### src/rtl/seq_det_pkg.sv
// Shared definitions for the serial pattern detector family: legal parameter
// ranges, the per-cycle operation encoding and small elaboration helpers.
package seq_det_pkg;

    localparam int W_MIN     = 2;
    localparam int W_MAX     = 16;
    localparam int CNT_W_MIN = 1;
    localparam int CNT_W_MAX = 32;

    typedef enum logic [1:0] {
        OP_HOLD  = 2'd0,
        OP_SHIFT = 2'd1,
        OP_CLEAR = 2'd2
    } seq_op_e;

    // Width of the fill counter, which counts 0..W-1.
    function automatic int fill_width(input int w);
        return $clog2(w);
    endfunction

    function automatic bit params_legal(input int w, input int cnt_w);
        return (w >= W_MIN) && (w <= W_MAX) &&
               (cnt_w >= CNT_W_MIN) && (cnt_w <= CNT_W_MAX);
    endfunction

endpackage

### src/rtl/sat_counter.sv
// Saturating up-counter with synchronous clear; sat flags the all-ones value.
module sat_counter #(
    parameter int CNT_W = 8
) (
    input  logic             clk,
    input  logic             reset_n,
    input  logic             clear,
    input  logic             inc,
    output logic [CNT_W-1:0] count,
    output logic             sat
);

    localparam logic [CNT_W-1:0] CNT_MAX = '1;

    logic [CNT_W-1:0] r_count;
    logic [CNT_W-1:0] w_count_nxt;

    // NOTE: assign a default first so every path drives the variable and no latch is inferred.
    always_comb begin
        w_count_nxt = r_count;
        if (clear) begin
            w_count_nxt = '0;
        end else if (inc && (r_count != CNT_MAX)) begin
            w_count_nxt = r_count + CNT_W'(1);
        end
    end

    // NOTE: non-blocking assignments so every register samples pre-edge values.
    always_ff @(posedge clk or negedge reset_n) begin
        if (!reset_n) begin
            r_count <= '0;
        end else begin
            r_count <= w_count_nxt;
        end
    end

    assign count = r_count;
    assign sat   = (r_count == CNT_MAX);

endmodule

### src/rtl/mealy_seq_detector.sv
// Serial W-bit pattern detector with gated input, overlap option, Mealy match
// pulse, its registered copy and a saturating match counter.
module mealy_seq_detector
    import seq_det_pkg::*;
#(
    parameter int           W       = 4,
    parameter logic [W-1:0] PATTERN = 4'b1011,
    parameter bit           OVERLAP = 1'b1,
    parameter int           CNT_W   = 8
) (
    input  logic             clk,
    input  logic             reset_n,
    input  logic             en,
    input  logic             a,
    input  logic             clear,
    output logic             y,
    output logic             y_q,
    output logic [CNT_W-1:0] count,
    output logic             sat
);

    localparam int                FILL_W   = fill_width(W);
    localparam logic [FILL_W-1:0] FILL_MAX = FILL_W'(W - 1);

    if (!params_legal(W, CNT_W)) begin : g_bad_params
        $error("mealy_seq_detector: W must be 2..16 and CNT_W 1..32");
    end

    logic [W-2:0]    r_hist;
    logic [FILL_W-1:0] r_fill;
    logic            r_y_q;

    logic [W-2:0]    w_hist_shift;
    logic [W-2:0]    w_hist_nxt;
    logic [FILL_W-1:0] w_fill_nxt;
    logic            w_y_q_nxt;
    logic [W-1:0]    w_window;
    seq_op_e         w_op;

    // With W=2 the history is a single bit, so there is nothing to keep on a shift.
    if (W == 2) begin : g_hist_one
        assign w_hist_shift = a;
    end else begin : g_hist_many
        assign w_hist_shift = {r_hist[W-3:0], a};
    end

    // State register
    always_ff @(posedge clk or negedge reset_n) begin
        if (!reset_n) begin
            r_hist <= '0;
            r_fill <= '0;
            r_y_q  <= 1'b0;
        end else begin
            r_hist <= w_hist_nxt;
            r_fill <= w_fill_nxt;
            r_y_q  <= w_y_q_nxt;
        end
    end

    // Next-state logic; clear outranks en.
    always_comb begin
        w_op = OP_HOLD;
        if (clear) begin
            w_op = OP_CLEAR;
        end else if (en) begin
            w_op = OP_SHIFT;
        end
    end

    always_comb begin
        w_hist_nxt = r_hist;
        w_fill_nxt = r_fill;
        w_y_q_nxt  = y;
        unique case (w_op)
            OP_CLEAR: begin
                w_hist_nxt = '0;
                w_fill_nxt = '0;
                w_y_q_nxt  = 1'b0;
            end
            OP_SHIFT: begin
                w_hist_nxt = w_hist_shift;
                if (y && !OVERLAP) begin
                    w_fill_nxt = '0;
                end else if (r_fill != FILL_MAX) begin
                    w_fill_nxt = r_fill + FILL_W'(1);
                end
            end
            default: begin
            end
        endcase
    end

    // Mealy output: the newest bit completes the window without a register.
    always_comb begin
        w_window = {r_hist, a};
        y        = en & ~clear & (r_fill == FILL_MAX) & (w_window == PATTERN);
    end

    assign y_q = r_y_q;

    sat_counter #(
        .CNT_W (CNT_W)
    ) u_sat_counter (
        .clk     (clk),
        .reset_n (reset_n),
        .clear   (clear),
        .inc     (y),
        .count   (count),
        .sat     (sat)
    );

endmodule

### config.mk
export PLATFORM = sky130hd
export DESIGN_NAME = mealy_seq_detector
export DESIGN_NICKNAME = d
export VERILOG_FILES = /design/src/rtl/seq_det_pkg.sv /design/src/rtl/sat_counter.sv /design/src/rtl/mealy_seq_detector.sv
export SDC_FILE = /design/constraint.sdc
export NUM_CORES = 1
export LEC_CHECK = 0
export CAP_MARGIN = 5
export CORE_UTILIZATION = 48
export DETAILED_ROUTE_END_ITERATION = 6
export GPL_TIMING_DRIVEN = 0
export PLACE_DENSITY = 0.76
export SYNTH_ARGS = -nofsm -noshare
export SYNTH_HDL_FRONTEND = slang
export SYNTH_HIERARCHICAL = 1
export SYNTH_SLANG_ARGS = --single-unit
### constraint.sdc
create_clock -name clk -period 2.4 [get_ports clk]
set_clock_uncertainty 0.2 [all_clocks]
set_input_delay 0.36 -clock clk [delete_from_list [all_inputs] [get_ports clk]]
set_output_delay 0.36 -clock clk [all_outputs]
set_load 0.01 [all_outputs]
==> impl_metrics.env, run 1 <==
export IMPL_clockBufferDepth=2
export IMPL_die_w_um=42.1
export IMPL_syn_area_um2=773
export IMPL_tightestPinTransition_ns=0.596
export IMPL_cts_root_buf="clkbuf_4"
export IMPL_dp_cells=103
export IMPL_yosys_area_share_xor_xnor_pct=0
export IMPL_fin_cells=111
export IMPL_cts_sinks=14
export IMPL_finalSetupViolCount=0
export IMPL_async_flop_share_pct=100
export IMPL_synthSimpleGateAreaFrac_pct=26.4
export IMPL_gr_usage_all_layers_pct=18.9
export IMPL_power_switching_mw=0.102
export IMPL_core_um2=1510
export IMPL_synth_compound_area_share_pct=11.5
export IMPL_synth_edff_count=0
export IMPL_path_class="in2reg"
export IMPL_setup_ws_ns=0.288
export IMPL_seqPwrFrac_pct=53.8
export IMPL_ff2ff_path_depth=7
export IMPL_hpwl_um=1030
export IMPL_routed_wl_um=1540
export IMPL_peakVddDrop_mv=0.324
export IMPL_final_max_slew_viol_count=0
export IMPL_p_sw_share_pct=22.5
export IMPL_wl_per_cell_um=13.9
export IMPL_worstPathArrival_ns=2.09
export IMPL_die_area_um2=1780
export IMPL_io_pins=16
export IMPL_max_stage_delay_ns=0.43
export IMPL_combPwrFrac_pct=7.9
export IMPL_antenna_found_initial=0
export IMPL_cp_start_kind="input pin"
export IMPL_r2r_start="r_fill[0]"
export IMPL_maxCapViolCount=0
export IMPL_drt_initial_drc_count=8
export IMPL_yosysSeqAreaShare_pct=45.3
export IMPL_firstDrtPassIters=5
export IMPL_power_mw=0.453
export IMPL_rsz0062_at_grt="no"
export IMPL_final_period_utilization_pct=88.0
export IMPL_hold_violations=0
export IMPL_hold_start="en"
export IMPL_drive_gt1_share_pct=22.1
export IMPL_crit_chain="clkdlybuf4s50_1 -> buf_2 -> nor3_4 -> buf_4 -> nand4_1 -> nor3_1 -> mux2_2"
export IMPL_max_freq_mhz=474
export IMPL_internal_power_mw=0.351
export IMPL_p_clk_share_pct=38.3
export IMPL_chipHeight_um=42.1
export IMPL_ant_nets=0
export IMPL_dp_slack_ns=-0.348
export IMPL_rr_endpoint="u_sat_counter/count[7]"
export IMPL_drt_vias_per_instance=5.76
export IMPL_grt_pass1_wl_um=2480
export IMPL_synth_top_family_by_area="simple AND/OR/NAND/NOR gates"
export IMPL_muxShareOfSynthArea_pct=10.5
export IMPL_std_cell_rows=14
export IMPL_crit_fanout=9
export IMPL_antenna_cells=0
export IMPL_post_synth_cell_area_avg_um2=10.6
export IMPL_hold_class="in2reg"
export IMPL_area_delta_synth_final_pct=33.3
export IMPL_ctsHtreeMaxLevel=1
export IMPL_multiInputGateArea_um2=425
export IMPL_cpMaxStageDelayCell="clkdlybuf4s50_1"
export IMPL_portBuffers=14
export IMPL_grt_pass1_vias=560
export IMPL_min_to="r_hist[0]"
export IMPL_synthCells=73
export IMPL_ys_warn_count=6
export IMPL_place_gp_congestion=0.788
export IMPL_start_util_pct=51.3
export IMPL_layout_nets=103
export IMPL_grt_overflow_total=0
export IMPL_reg2reg_slack_ns=0.30
export IMPL_synth_net_count=80
export IMPL_drc=0
export IMPL_maxSlewHeadroom_pct=60.2
export IMPL_clk_latency_ns=0.28
export IMPL_cts_tree="built"
export IMPL_yosysUniqueCellTypes=31
export IMPL_power_density_nw_per_um2=440
export IMPL_seq_area_um2=350
export IMPL_num_vias=639
export IMPL_period_minus_slack_ns=2.11
export IMPL_holdPathStages=3
export IMPL_synth_seq_cells=14
export IMPL_critical_path_required_ns=2.38
export IMPL_synth_adder_area_share_pct=3.24
export IMPL_yosys_most_used_dff="dfrtp_1"
export IMPL_run_status="complete, no violations"
export IMPL_p_leak_nw=0.471
export IMPL_grt_start_max_net_pins=15
export IMPL_clk_pin_slew_ns=0.09
export IMPL_hold_buffers=0
export IMPL_cp_end_kind="flop"
export IMPL_fill_cells=116
export IMPL_cts_buffers=3
==> cells in the final DEF, fill, tap and decap left out, types with 2 or more instances in the layout <==
master,instances
buf_4,4
a31oi_1,2
nor2b_1,3
nand3_1,3
a21oi_1,3
dfrtp_1,14
nand2_1,4
nor2_1,5
clkdlybuf4s50_1,12
nand4_1,2
nand2b_1,3
clkbuf_4,3
mux2i_1,4
dlymetal6s2s_1,2
a211oi_1,4
o21bai_1,2
mux2_4,2
nor3_1,3
==> routing by layer <==
layer	wire length [um]	track usage, %
met1	721	25.5
met2	663	26.9
met3	90	5.60
met4	62	11.3
met5	0	0
==> power groups by stage <==
stage / clock network [mW] / registers, mW / logic, mW
global placement: 0 / 0.248 / 0.0347
finish: 0.173 / 0.244 / 0.0359
CTS: 0.179 / 0.244 / 0.0364
floorplan: 0 / 0.248 / 0.0223
global route: 0.191 / 0.245 / 0.0400
detailed placement: 0 / 0.249 / 0.0356
==> critical path, delay by kind of cell <==
kind	cells	cell delay, ns
multiplexers	1	0.36
buffers and inverters	3	0.77
AND/OR/NAND/NOR	3	0.59
==> timing repair <==
item	in CTS	in global routing
resized for setup	3	4
setup buffers	2	2
pin swaps	0	1
setup endpoints to repair	2	2
==> per-stage QoR <==
step | utilization, % | cell area, um2 | hold WS, ns | setup TNS [ns]
finish | 68.4 | 1030 | 0.166 | 0
CTS | 66.3 | 998 | 0.164 | -0.0502
floorplan | - | 773 | -0.136 | 0
global route | 68.4 | 1030 | 0.164 | 0
global placement | 62.0 | 933 | 0.311 | -0.823
detailed placement | 62.0 | 933 | 0.331 | -0.908
==> cells by family after synthesis <==
family,Yosys count
DFF,14
buffers and inverters,4
adders and majority gates,2
AOI/OAI and AO/OA,13
and+or+nand+nor,33
muxes,7
==> Yosys cell counts (2+ instances only) <==
cell type	number	area share [%]
dfrtp_1	14	45
nor3_1	4	2.6
nand4_1	2	1.6
ha_1	2	3.2
mux2i_1	4	5.2
mux2_4	2	3.9
nor2_1	5	2.4
a31oi_1	2	1.6
a211oi_1	4	3.9
nor2b_1	3	2.4
o21bai_1	2	1.9
a21oi_1	3	1.9
nand3_1	3	1.9
nand2_1	4	1.9
nand2b_1	3	2.4
==> state kept, by name (all words and copies together) (netlist names) <==
signal	flops
u_sat_counter/count	8
r_hist	3
r_fill	2
y_q	1
==> how the worst max path moves through the flow <==
stage / slack (ns) / end / cells past startpoint / start
5_1_grt: 0.17 / u_sat_counter/count[7] / 7 / r_fill[0]
3_5_place_dp: -0.35 / y / 4 / clear
4_1_cts: -0.05 / y / 4 / clear
6_report: 0.29 / u_sat_counter/count[7] / 7 / clear
2_1_floorplan: 0.22 / u_sat_counter/count[7] / 6 / r_fill[0]
3_3_place_gp: -0.34 / y / 4 / clear
==> area by class of cell <==
cell class                 instances  share of cell area [%]
multi-input combinational         55                    41.3
sequential                        14                    34.0
timing repair buffer              18                    17.0
clock buffer                       4                    3.52
buffer                             3                    1.94
tap                               16                    1.94
inverter                           1                   0.364
No activity file was read; power rests on OpenSTA's default activity.
==> run 2: changes to the inputs <==
==> constraint.sdc (replaced) <==
create_clock -name clk -period 2.14 [get_ports clk]
set_clock_uncertainty 0.2 [all_clocks]
set_input_delay 0.321 -clock clk [delete_from_list [all_inputs] [get_ports clk]]
set_output_delay 0.321 -clock clk [all_outputs]
set_load 0.01 [all_outputs]
==> run 2 against run 1 <==
Sequential power grew 12%. Via count shrank 0.31%. Die area is the same. Wire length shrank 1.1%. Critical endpoint is now sat. Hold slack lost 0.034 ns. Setup slack lost 0.19 ns. Sequential share of layout area grew 0.083 points. Final cell count is the same. Clock power grew 8%. Design area shrank 0.24%. Non-clock buffer count is the same.
==> impl_metrics.env, run 2 (synthesized netlist as in run 1, its figures left out) <==
export IMPL_run_status="complete, no violations"
export IMPL_p_clk_share_pct=37.0
export IMPL_cts_root_buf="clkbuf_4"
export IMPL_antenna_found_initial=0
export IMPL_routed_wl_um=1520
export IMPL_place_gp_congestion=0.814
export IMPL_dp_cells=103
export IMPL_clk_pin_slew_ns=0.08
export IMPL_cp_end_kind="primary output"
export IMPL_core_um2=1510
export IMPL_path_class="reg2out"
export IMPL_internal_power_mw=0.397
export IMPL_power_density_nw_per_um2=490
export IMPL_drive_gt1_share_pct=23.2
export IMPL_power_mw=0.504
export IMPL_maxCapViolCount=0
export IMPL_reg2reg_slack_ns=0.13
export IMPL_critical_path_required_ns=1.62
export IMPL_area_delta_synth_final_pct=33.0
export IMPL_portBuffers=14
export IMPL_io_pins=16
export IMPL_hold_class="in2reg"
export IMPL_r2r_start="r_fill[0]"
export IMPL_gr_usage_all_layers_pct=19.6
export IMPL_grt_pass1_wl_um=2600
export IMPL_drt_vias_per_instance=5.74
export IMPL_min_to="r_hist[0]"
export IMPL_cts_sinks=14
export IMPL_drc=0
export IMPL_layout_commonest_cell="dfrtp_1"
export IMPL_ff2ff_path_depth=7
export IMPL_fin_cells=111
export IMPL_postPlaceCellArea_um2=938
export IMPL_grt_overflow_total=0
export IMPL_ant_nets=0
export IMPL_tightestPinTransition_ns=0.653
export IMPL_seqPwrFrac_pct=54.2
export IMPL_finalSetupTns_ns=0
export IMPL_clockBufferDepth=2
export IMPL_largest_register_ffs=8
export IMPL_finalSetupViolCount=0
export IMPL_ctsHtreeMaxLevel=1
export IMPL_wl_per_cell_um=13.7
export IMPL_crit_fanout=6
export IMPL_final_area_um2=1030
export IMPL_power_switching_mw=0.108
export IMPL_cts_buffers=3
export IMPL_layout_nets=103
export IMPL_hpwl_um=1050
export IMPL_hold_violations=0
export IMPL_p_sw_share_pct=21.4
export IMPL_dp_slack_ns=-0.305
export IMPL_start_util_pct=51.3
export IMPL_grt_start_max_net_pins=15
export IMPL_cp_start_kind="flop"
export IMPL_clk_latency_ns=0.28
export IMPL_die_area_um2=1780
export IMPL_max_freq_mhz=490
export IMPL_peakVddDrop_mv=0.400
export IMPL_rr_endpoint="u_sat_counter/count[7]"
export IMPL_num_vias=637
export IMPL_rsz0062_at_grt="no"
export IMPL_fill_cells=119
export IMPL_setup_ws_ns=0.0990
export IMPL_hold_buffers=0
export IMPL_cts_tree="built"
export IMPL_final_cell_mix="dfrtp_1, clkdlybuf4s50_1, nor2_1"
export IMPL_period_minus_slack_ns=2.04
export IMPL_antenna_cells=0
export IMPL_combPwrFrac_pct=8.8
export IMPL_grt_pass1_vias=612
export IMPL_firstDrtPassIters=4
export IMPL_std_cell_rows=14
export IMPL_final_max_slew_viol_count=0
export IMPL_die_w_um=42.1
export IMPL_chipHeight_um=42.1
export IMPL_drt_initial_drc_count=26
export IMPL_final_core_util_pct=68.3
export IMPL_holdPathStages=3
export IMPL_maxSlewHeadroom_pct=56.4
export IMPL_holdWs_ns=0.132
export IMPL_worstPathArrival_ns=1.52
export IMPL_p_leak_nw=0.443
export IMPL_final_period_utilization_pct=95.4
export IMPL_hold_start="en"
[run 2: changes by cell type in the layout (fill, tap and decap cells not counted), sizes merged]
| cell | previous run | this run |
|---|---|---|
| dlygate4sd2 | 0 | 2 |
| dlymetal6s2s | 2 | 0 |
[run 2: area by class of cell]
type                       instances  area, um2  share of cell area, %
buffer                             3       20.0                   1.95
clock buffer                       4       36.3                   3.53
inverter                           1       3.75                  0.365
multi-input combinational         55        430                   41.8
sequential                        14        350                   34.1
tap                               16       20.0                   1.95
timing repair buffer              18        168                   16.3
[run 2: worst max-delay path by stage]
stage | startpoint | endpoint | cells past startpoint | slack (ns)
6_report | u_sat_counter/count[1] | sat | 4 | 0.1
5_1_grt | r_fill[0] | u_sat_counter/count[7] | 7 | 0.008
4_1_cts | u_sat_counter/count[1] | sat | 4 | 0.09
3_5_place_dp | clear | y | 4 | -0.30
3_3_place_gp | clear | y | 4 | -0.31
2_1_floorplan | r_fill[0] | u_sat_counter/count[7] | 6 | 0.19
[run 2: power by group through the flow]
stage	combinational, mW	sequential, mW	clock, mW
after floorplan	0.0252	0.278	0
after global placement	0.0392	0.279	0
after detailed placement	0.0407	0.279	0
after CTS	0.0420	0.274	0.196
after global routing	0.0500	0.275	0.204
final	0.0442	0.273	0.187
[run 2: layer usage]
layer,routed length (um),up-vias,GRT usage [%],share of wire (%)
met2,728,11,30.6,48
li1,-,317,-,-
met4,9,0,11.9,0.59
met3,59,2,2.59,3.9
met1,724,307,25.9,48
met5,0,-,0,0
[run 2: critical path: stages, from the launching register on]
cell,delay [ns]
dfrtp_1,0.42
ha_4,0.19
and4_4,0.19
and2_2,0.16
dlygate4sd2_1,0.27
[run 2: what timing repair did]
item	4_1_cts	5_1_grt
buffers inserted	3	1
endpoints found under the hold margin	0	0
pin swaps	1	0
resized for setup	6	1
endpoints found under the setup margin	2	1
